`src/rtl/pc_sequencer.sv`:
```
// Program-counter sequencer: fetch wait, next-PC selection, halt on fault,
// single-step pause and retired-instruction counting.
module pc_sequencer #(
  parameter int unsigned PC_W      = 11,
  parameter int unsigned RESET_PC  = 0,
  parameter int unsigned FETCH_LAT = 1,
  parameter int unsigned CNT_W     = 32
) (
  input  logic             clk,
  input  logic             rst,
  input  logic [6:0]       opcode,
  input  logic             funct3_0,
  input  logic             alu_zero,
  input  logic [PC_W-1:0]  alu_y,
  input  logic [PC_W-1:0]  imm,
  input  logic             step_mode,
  input  logic             step,
  input  logic             resume,
  output logic [PC_W-1:0]  pc,
  output logic [31:0]      link,
  output logic             commit,
  output logic             halted,
  output logic [1:0]       fault,
  output logic [CNT_W-1:0] instret
);

  typedef enum logic [1:0] {ST_FETCH, ST_EXEC, ST_PAUSE, ST_HALT} state_e;

  localparam logic [6:0] OP_R    = 7'b0110011;
  localparam logic [6:0] OP_I    = 7'b0010011;
  localparam logic [6:0] OP_S    = 7'b0100011;
  localparam logic [6:0] OP_L    = 7'b0000011;
  localparam logic [6:0] OP_BR   = 7'b1100011;
  localparam logic [6:0] OP_JAL  = 7'b1101111;
  localparam logic [6:0] OP_JALR = 7'b1100111;

  localparam logic [PC_W-1:0] PC_RST  = PC_W'(RESET_PC);
  localparam logic [PC_W-1:0] PC_STEP = PC_W'(4);
  localparam logic [2:0]      LAT     = 3'(FETCH_LAT);

  state_e             state_q, state_d;
  logic [2:0]         wait_q, wait_d;
  logic [PC_W-1:0]    pc_q, pc_d;
  logic [CNT_W-1:0]   instret_q, instret_d;
  logic [1:0]         fault_q, fault_d;
  logic               halted_q, halted_d;

  logic [PC_W-1:0]    pc_plus4;
  logic [PC_W-1:0]    target;
  logic               legal;
  logic               taken;
  logic               commit_now;

  // JALR forces bit0 low, so alu_y[0] never reaches the PC.
  logic               unused_alu_y0;
  assign unused_alu_y0 = alu_y[0];

  always_comb begin
    pc_plus4   = pc_q + PC_STEP;
    legal      = opcode inside {OP_R, OP_I, OP_S, OP_L, OP_BR, OP_JAL, OP_JALR};
    taken      = (opcode == OP_JAL) || ((opcode == OP_BR) && (funct3_0 ^ alu_zero));
    if (opcode == OP_JALR)
      target = {alu_y[PC_W-1:1], 1'b0};
    else if (taken)
      target = pc_q + imm;
    else
      target = pc_plus4;

    state_d    = state_q;
    wait_d     = wait_q;
    pc_d       = pc_q;
    instret_d  = instret_q;
    fault_d    = fault_q;
    commit_now = 1'b0;

    case (state_q)
      ST_FETCH: begin
        wait_d = wait_q - 3'd1;
        if (wait_q == 3'd1) state_d = ST_EXEC;
      end
      ST_EXEC: begin
        if (!legal) begin
          state_d = ST_HALT;
          fault_d = 2'b01;
        end else if (target[1]) begin
          state_d = ST_HALT;
          fault_d = 2'b10;
        end else begin
          commit_now = 1'b1;
          pc_d       = target;
          instret_d  = instret_q + CNT_W'(1);
          state_d    = step_mode ? ST_PAUSE : ST_FETCH;
          wait_d     = LAT;
        end
      end
      ST_PAUSE: begin
        if (step || !step_mode) begin
          state_d = ST_FETCH;
          wait_d  = LAT;
        end
      end
      ST_HALT: begin
        if (resume) begin
          fault_d = 2'b00;
          pc_d    = pc_plus4;
          state_d = ST_FETCH;
          wait_d  = LAT;
        end
      end
      default: begin
        state_d = ST_FETCH;
        wait_d  = LAT;
      end
    endcase

    halted_d = (state_d == ST_HALT);
  end

  always_ff @(posedge clk or posedge rst) begin
    if (rst) begin
      state_q   <= ST_FETCH;
      wait_q    <= LAT;
      pc_q      <= PC_RST;
      instret_q <= '0;
      fault_q   <= '0;
      halted_q  <= 1'b0;
    end else begin
      state_q   <= state_d;
      wait_q    <= wait_d;
      pc_q      <= pc_d;
      instret_q <= instret_d;
      fault_q   <= fault_d;
      halted_q  <= halted_d;
    end
  end

  // commit depends on the opcode presented during EXEC, so it cannot be a flop.
  assign commit  = commit_now;
  assign pc      = pc_q;
  assign link    = 32'(pc_plus4);
  assign halted  = halted_q;
  assign fault   = fault_q;
  assign instret = instret_q;

endmodule

```
`config.mk`:
```
export PLATFORM = sky130hd
export DESIGN_NAME = pc_sequencer
export DESIGN_NICKNAME = d
export VERILOG_FILES = /design/src/rtl/pc_sequencer.sv
export SDC_FILE = /design/constraint.sdc
export NUM_CORES = 1
export LEC_CHECK = 0
export ABC_AREA = 1
export CORE_MARGIN = 3
export CORE_UTILIZATION = 40
export CTS_CLUSTER_SIZE = 25
export DETAILED_ROUTE_END_ITERATION = 10
export HOLD_SLACK_MARGIN = 0.12
export PLACE_DENSITY = 0.69
export SETUP_SLACK_MARGIN = 0.2
export SLEW_MARGIN = 20
export SYNTH_ARGS = -nofsm -noshare
export SYNTH_HDL_FRONTEND = slang
export SYNTH_SLANG_ARGS = --single-unit
```
`constraint.sdc`:
```
create_clock -name clk -period 3.3 [get_ports clk]
set_clock_uncertainty 0.1 [all_clocks]
set_input_delay 0.66 -clock clk [delete_from_list [all_inputs] [get_ports clk]]
set_output_delay 0.66 -clock clk [all_outputs]
set_load 0.005 [all_outputs]
```
==> out/metrics.cfg, run 1 <==
[setup_path]
r2r_cells = 10
worst_setup_path_end_kind = primary output
crit_fanout = 4
timing.rr.end = pc[7]
required_ns = 2.54
start_kind = input port
regToRegSetupSlack_ns = 1.27
arrival_ns = 2.19
r2r_start = pc[4]
criticalPathCategory = input port to primary output

[synth]
synth.area.top_cells = dfrtp_1, nand2_1, nor2_1
netlist_area_um2 = 3890
synth_edf_count = 0
synth.most_common_cell = nand2_1
ys_seq_area_share_pct = 32.2
syn_inst = 577
ys.warnings.count = 0
synth_common_cells = nand2_1, nor2_1, dfrtp_1
async_flop_share_pct = 100
ys_types = 33
synth_ff_type = dfrtp_1
synth_top_area_share_pct = 31.5
syn_avg_cell_area_um2 = 6.74
yosys_register_bits = 50
synth_area_leader_cell = dfrtp_1

[power]
power.density_nw_per_um2 = 473
p_sw_share_pct = 38.2
vdd_drop_max_mv = 0.293
leakage_nw = 2.42
seqPwrFrac_pct = 36.6
p_sw_mw = 0.897
p_int_mw = 1.45
pwr-share-clk_pct = 17.7
p_comb_share_pct = 45.7

[finish]
drive_gt1_share_pct = 5.68
final_nets = 718
fill_cells = 932
final_util_pct = 53.2
num_antenna_cells = 0
areaGrowthSynthToFinish_pct = 27.5

[clock_tree]
cts_root_buf = clkbuf_8
insertion_delay_ns = 0.30
cts_setup_buffers = 0
clk_pin_slew_ns = 0.09
cts_tree = yes
cts_hold_buf = 0
cts_max_level = 2
cts.sinks = 50
clockBufferDepth = 2
numCtsBuffers = 5

[sta]
rsz0062_at_grt = false
setup_slack_ns = 0.348
fin_tns_setup_ns = 0
final_max_slew_viol_count = 0
hold_violations = 0
final.period_utilization_pct = 89.4
fmax_mhz = 339
fin_crit_ns = 2.95
setup-violations-final = 0

[outcome]
run_status = completed

[grt]
grt_usage_pct = 18.9
grt_max_degree = 37
grt_pass1_wl_mm = 17.3
first_global_vias = 3620
antenna_found_initial = 0
grt_overflow = 0

[placed_design]
place_congestion = 0.931
port_buffers = 90
hpwl_mm = 8.24
pre_cts_ws_ns = 0.0765

[hold_path]
hold_path_class = register to register
hold_path_end = wait_q[0]
hold_start = wait_q[0]
min_path_cells = 2

[floorplanning]
core_area_um2 = 9330
rows = 35
die_w_um = 105
initial_core_util_pct = 41.7
fp.dieH_um = 105
num_io_pins = 115
dieArea_um2 = 10900

[route]
drt-total-wl_mm = 10.2
drt-vias-per-instance = 4.83
antenna_left = 0
drcViolationCount = 0
firstDrtPassIters = 4
wl_per_cell_um = 12.8
drtIter0Drc = 178
via_count = 3854

[flow_run]
cap_violations = 0

[state kept, by name (all words and copies together), names as in the netlist]
name / count
pc: 10
state_q: 2
fault: 2
wait_q: 3
instret: 32
halted: 1
[repair_timing]
item / 4_1_cts / 5_1_grt
endpoints found under the setup margin: 1 / 1
pin swaps: 0 / 0
resized for setup: 2 / 2
[power by group through the flow]
stage               clock, mW  sequential, mW  combinational, mW
global placement            0           0.865               1.04
CTS                     0.426           0.860               1.08
finish                  0.415           0.861               1.07
detailed placement          0           0.872               1.07
floorplan                   0           0.839              0.646
global route            0.448           0.885               1.21
[cells by family (layout without fill, tap and decap cells)]
| logic type | after synthesis | count (layout) | synth area share, % |
|---|---|---|---|
| and+or+nand+nor | 352 | 352 | 38.7 |
| buffers and inverters | 86 | 156 | 11.3 |
| DFF | 50 | 50 | 32.2 |
| AOI/OAI and AO/OA | 39 | 39 | 5.37 |
| xor gates and xnor gates | 35 | 35 | 7.88 |
| adders and majority gates | 14 | 14 | 4.50 |
| other | 1 | 23 | 0.0964 |
[worst max path at each step]
stage / to / start / slack, ns / depth (start not counted)
5_1_grt: commit / opcode[2] / 0.22 / 11
4_1_cts: link[8] / pc[2] / 0.25 / 6
6_report: commit / opcode[2] / 0.35 / 11
3_5_place_dp: commit / imm[0] / 0.08 / 9
3_3_place_gp: commit / imm[0] / 0.09 / 9
2_1_floorplan: commit / imm[0] / 0.80 / 9
[through the flow]
stage	total power [mW]	std cells	hold slack, ns	cell area [µm²]
after global placement	1.90	790	0.369	4840
after floorplan	1.48	599	0.353	3970
after global routing	2.54	798	0.423	4960
final	2.35	798	0.398	4960
after detailed placement	1.94	790	0.373	4840
after CTS	2.36	798	0.399	4950
[layout make-up]
type / instances / area [µm²] / area share, %
multi-input combinational: 463 / 2290 / 46.2
inverter: 51 / 194 / 3.91
sequential: 50 / 1250 / 25.3
timing repair buffer: 97 / 952 / 19.2
clock buffer: 8 / 110 / 2.22
tap: 129 / 161 / 3.25
[layer usage]
layer / global-route usage, % / vias to the layer above / share of wire [%]
li1: - / 1953 / -
met1: 26.0 / 1784 / 47
met2: 31.6 / 106 / 46
met3: 2.66 / 11 / 5.0
met4: 4.22 / 0 / 1.2
met5: 0 / - / 0
[cells in the final DEF (no fill, tap or decap), types with 2 or more instances in the layout]
master | synthesis | final
o21ai_0 | 21 | 21
dfrtp_1 | 49 | 48
inv_2 | 3 | 3
o21ai_1 | 2 | 2
nand2_2 | 4 | 4
inv_1 | 48 | 47
a21oi_1 | 11 | 11
nor2_1 | 55 | 55
clkdlybuf4s50_1 | 0 | 89
nand2_1 | 217 | 217
or2_2 | 5 | 5
nor3_1 | 11 | 11
nand3b_1 | 6 | 6
nor2_4 | 2 | 2
buf_4 | 25 | 7
nand3_2 | 2 | 2
clkbuf_8 | 0 | 8
o211ai_1 | 2 | 2
conb_1 | 1 | 23
ha_1 | 14 | 14
nand3_1 | 35 | 35
xnor2_1 | 21 | 20
nand4_1 | 11 | 11
xor2_1 | 14 | 14
[critical path: stages]
cell	delay (ns)
clkdlybuf4s50_1	0.47
inv_1	0.06
nor2_1	0.19
nand2_2	0.13
nor2_4	0.10
nand2_1	0.06
nand2_2	0.09
inv_2	0.05
nand3_4	0.07
inv_4	0.05
dlygate4sd2_1	0.26
No activity file was read; power rests on OpenSTA's default activity.
==> run 2: changes to the inputs <==
- clock period: 3.3 -> 3 ns (I/O delays scaled with it)
==> out/metrics.cfg, run 2 (same netlist as run 1, synthesis figures left out) <==
[outcome]
run_status = completed

[power]
leakage_nw = 2.44
p_comb_share_pct = 47.7
seqPwrFrac_pct = 36.3
power.density_nw_per_um2 = 512
p_sw_share_pct = 38.7
p_sw_mw = 0.993
pwr-share-clk_pct = 16.0
p_int_mw = 1.57
vdd_drop_max_mv = 0.322

[grt]
antenna_found_initial = 0
first_global_vias = 3542
grt_overflow = 0
use_met1_pct = 25.4
grtUsageMet3_pct = 3.21
grt_pass1_wl_mm = 17.1
grt.busiest_layer = met2
grt_usage_pct = 18.7
grt_max_degree = 51
met2_usage_pct = 31.5

[hold_path]
min_path_cells = 2
hold_path_end = wait_q[0]
hold_path_class = register to register
hold_start = wait_q[0]

[route]
drcViolationCount = 0
firstDrtPassIters = 5
wl_per_cell_um = 12.8
drt-vias-per-instance = 4.78
antenna_left = 0
via_count = 3848
drtIter0Drc = 162
drt-total-wl_mm = 10.3

[finish]
largest_reg_flops = 32
fin_cells = 805
multiInputGateArea_um2 = 2310
areaGrowthSynthToFinish_pct = 28.7
mostFrequentLayoutCells = nand2_1, clkdlybuf4s50_1, nor2_1
final-seq-area_um2 = 1250
final_util_pct = 53.7
num_antenna_cells = 0
final_common_cell = nand2_1
stdcell_area_um2 = 5010
fill_cells = 924
drive_gt1_share_pct = 7.69
final_nets = 725

[clock_tree]
clk_pin_slew_ns = 0.09
cts.sinks = 50
cts_root_buf = clkbuf_8
cts_hold_buf = 0
numCtsBuffers = 5
cts_tree = yes
clockBufferDepth = 2
insertion_delay_ns = 0.31
cts_max_level = 2

[placed_design]
placed_cell_area_um2 = 4870
port_buffers = 90
numPlacedInstances = 794
place_congestion = 0.900
hpwl_mm = 8.11
pre_cts_ws_ns = -0.0800

[sta]
setup-violations-final = 0
setup_slack_ns = 0.280
fin_crit_ns = 2.72
rsz0062_at_grt = true
max_slew_margin_pct = 57.4
tightest_slew_ns = 0.638
hold_violations = 0
fmax_mhz = 368
final.period_utilization_pct = 90.7
final_max_slew_viol_count = 0
hold_ws_ns = 0.383

[floorplanning]
core_area_um2 = 9330
die_w_um = 105
dieArea_um2 = 10900
initial_core_util_pct = 41.7
rows = 35
fp.dieH_um = 105
num_io_pins = 115

[flow_run]
cap_violations = 0

[setup_path]
required_ns = 2.30
timing.rr.end = pc[7]
path_cells = ha_1 > nand3_1 > nor2_2 > nand2_2 > nor2_1 > nand2_1 > nand2_1 > clkdlybuf4s50_1
crit_fanout = 3
worst_setup_path_end_kind = primary output
arrival_ns = 2.02
start_kind = register
critPathMostFrequentCell = nand2_1
cpPeakStageDelay_ns = 0.49
r2r_start = pc[2]
cpMaxStageDelayCell = clkdlybuf4s50_1
criticalPathCategory = register to primary output
r2r_cells = 11
regToRegSetupSlack_ns = 0.95

==> run 2: cell count changes in the layout (fill, tap and decap cells not counted), sizes merged <==
cell | before | now
dlygate4sd2 | 1 | 0
clkinv | 0 | 1
buf | 7 | 14
==> run 2: metal layers <==
layer  vias up  routed length (µm)
li1       1970                   -
met1      1752                4670
met2       116                4830
met3        10                 720
met4         0                 117
met5         -                   0
==> run 2: worst max-delay path by stage <==
stage | startpoint | endpoint | slack (ns) | cells after the start
after global placement | imm[0] | commit | -0.08 | 9
after global routing | pc[2] | link[10] | 0.17 | 8
after floorplan | imm[0] | commit | 0.62 | 9
after CTS | imm[0] | commit | 0.19 | 9
final | pc[2] | link[10] | 0.28 | 8
after detailed placement | imm[0] | commit | -0.08 | 9
==> run 2: repair_timing <==
action / CTS / global route
gates resized for setup: 6 / 8
endpoints found under the setup margin: 3 / 4
buffers inserted: 3 / 0
pin swaps: 1 / 0
==> run 2: layout make-up <==
| class | instances | share of cell area, % |
|---|---|---|
| multi-input combinational | 463 | 46.0 |
| clock inverter | 1 | 0.0999 |
| inverter | 51 | 3.87 |
| tap | 129 | 3.22 |
| sequential | 50 | 25.1 |
| clock buffer | 7 | 1.72 |
| timing repair buffer | 104 | 20.0 |
==> run 2: power groups by stage <==
stage	Combinational, mW	Clock (mW)	Sequential, mW
final	1.22	0.411	0.932
after CTS	1.22	0.425	0.934
after floorplan	0.710	0	0.923
after global placement	1.14	0	0.952
after detailed placement	1.17	0	0.958
after global routing	1.38	0.454	0.950
==> run 2: critical path, delay by kind of cell (launching register included) <==
family	cells	cell delay [ns]
buffers and inverters	1	0.49
adders and majority gates	1	0.18
DFF	1	0.37
and+or+nand+nor	6	0.68
==> run 2: stage by stage <==
step / TNS (ns) / power [mW]
after detailed placement: -0.0800 / 2.13
after global routing: 0 / 2.78
after floorplan: 0 / 1.63
final: 0 / 2.57
after global placement: -0.0777 / 2.10
after CTS: 0 / 2.58
==> run 3: changes to the inputs <==
- GPL_ROUTABILITY_DRIVEN: default -> 0
- SLEW_MARGIN: 20 -> 30
==> out/metrics.cfg, run 3 (same netlist as run 1, synthesis figures left out) <==
[placed_design]
port_buffers = 90
hpwl_mm = 8.06
numPlacedInstances = 794

[sta]
hold_ws_ns = 0.385
fin_crit_ns = 2.70
setup-violations-final = 0
final.period_utilization_pct = 90.1
tightest_slew_ns = 0.647
fmax_mhz = 370
hold_violations = 0
final_max_slew_viol_count = 0
max_slew_margin_pct = 56.9
rsz0062_at_grt = true
fin_tns_setup_ns = 0

[clock_tree]
cts_hold_buf = 0
insertion_delay_ns = 0.31
cts_root_buf = clkbuf_8
numCtsBuffers = 5
cts_max_level = 2
cts_tree = yes
clockBufferDepth = 2
cts.sinks = 50
clk_pin_slew_ns = 0.10

[finish]
areaGrowthSynthToFinish_pct = 31.6
final_common_cell = nand2_1
largest_reg_flops = 32
final_nets = 729
fin_cells = 809
num_antenna_cells = 0
final_util_pct = 54.9
mostFrequentLayoutCells = nand2_1, clkdlybuf4s50_1, nor2_1
drive_gt1_share_pct = 9.12

[setup_path]
cp-startpoint = pc[2]
regToRegSetupSlack_ns = 0.87
crit_fanout = 4
worst_setup_path_end_kind = primary output
criticalPathCategory = register to primary output
required_ns = 2.30
crit_path_end = link[10]
r2r_start = pc[0]
arrival_ns = 2.00
start_kind = register
timing.rr.end = pc[3]
r2r_cells = 11

[floorplanning]
rows = 35
die_w_um = 105
fp.dieH_um = 105
initial_core_util_pct = 41.7
dieArea_um2 = 10900
num_io_pins = 115
core_area_um2 = 9330

[grt]
grt.busiest_layer = met2
first_global_vias = 3602
grtUsageMet3_pct = 2.78
grt_max_degree = 51
antenna_found_initial = 0
grt_pass1_wl_mm = 17.6
grt_usage_pct = 19.0
use_met1_pct = 26.7
met2_usage_pct = 31.5
grt_overflow = 0

[outcome]
run_status = completed

[hold_path]
hold_path_class = register to register

[power]
seqPwrFrac_pct = 34.1
p_sw_share_pct = 36.4
p_comb_share_pct = 44.6
vdd_drop_max_mv = 0.316
p_int_mw = 1.75
pwr-share-clk_pct = 21.3
power.density_nw_per_um2 = 538
p_sw_mw = 1.00
leakage_nw = 2.52

[route]
drt-total-wl_mm = 10.3
drcViolationCount = 0
firstDrtPassIters = 6
drt-vias-per-instance = 4.77
wl_per_cell_um = 12.8
via_count = 3855
antenna_left = 0
drtIter0Drc = 283

[flow_run]
cap_violations = 0

run 3: changes by cell type in the layout (fill, tap and decap cells not counted), sizes merged:
cell           previous run  this run
clkinv                    1         0
bufinv                    0         2
buf                      14        18
dlymetal6s2s              0         2
clkdlybuf4s50            89        87
clkbuf                    8         7
run 3: cell type report:
class	instances	area, µm²
Timing Repair Buffer	108	1040
Sequential cell	50	1250
Clock inverter	2	60.1
Fill cell	932	4210
Tap cell	129	161
Clock buffer	6	82.6
Inverter	51	194
Multi-Input combinational cell	463	2330
run 3: layer usage:
metal	wire length, µm	vias up
met5	0	-
met4	99	0
met3	578	7
met2	4790	123
met1	4870	1747
li1	-	1978
run 3: metrics by stage:
| step | setup WS (ns) | cell area [µm²] | power, mW |
|---|---|---|---|
| 5_1_grt | 0.195 | 5120 | 2.98 |
| 3_3_place_gp | -0.0774 | 4870 | 2.10 |
| 6_report | 0.297 | 5120 | 2.75 |
| 2_1_floorplan | 0.624 | 3970 | 1.63 |
| 4_1_cts | 0.201 | 5040 | 2.73 |
| 3_5_place_dp | -0.0850 | 4870 | 2.13 |
run 3: worst min-delay path by stage:
stage               from        end  slack [ns]  depth (start not counted)
6_report       wait_q[0]  wait_q[0]        0.39                          2
5_1_grt        wait_q[0]  wait_q[0]        0.43                          2
4_1_cts        wait_q[0]  wait_q[0]        0.39                          2
3_5_place_dp    fault[0]   fault[0]        0.37                          2
3_3_place_gp   wait_q[0]  wait_q[0]        0.37                          2
2_1_floorplan  wait_q[1]  wait_q[1]        0.35                          2
run 3: worst max-delay path, cell delays in order, from the launching register on:
cell and delay [ns]:
dfrtp_2 0.41, ha_1 0.18, nand3_1 0.14, nor2_2 0.14, nand2_2 0.09, nor2_1 0.10, nand2_1 0.07, nand2_1 0.07
clkdlybuf4s50_1 0.49
run 3: power by group through the flow:
stage          Sequential [mW]  Combinational (mW)  Clock (mW)
6_report                 0.938                1.23       0.586
5_1_grt                  0.958                1.39       0.629
3_3_place_gp             0.952                1.14           0
2_1_floorplan            0.923               0.710           0
3_5_place_dp             0.958                1.17           0
4_1_cts                  0.948                1.19       0.596
run 3: what timing repair did:
item,in CTS,in global routing
setup endpoints to repair,3,4
gates cloned,0,0
pin swaps,1,6
setup buffers,1,6
gates resized for setup,6,17
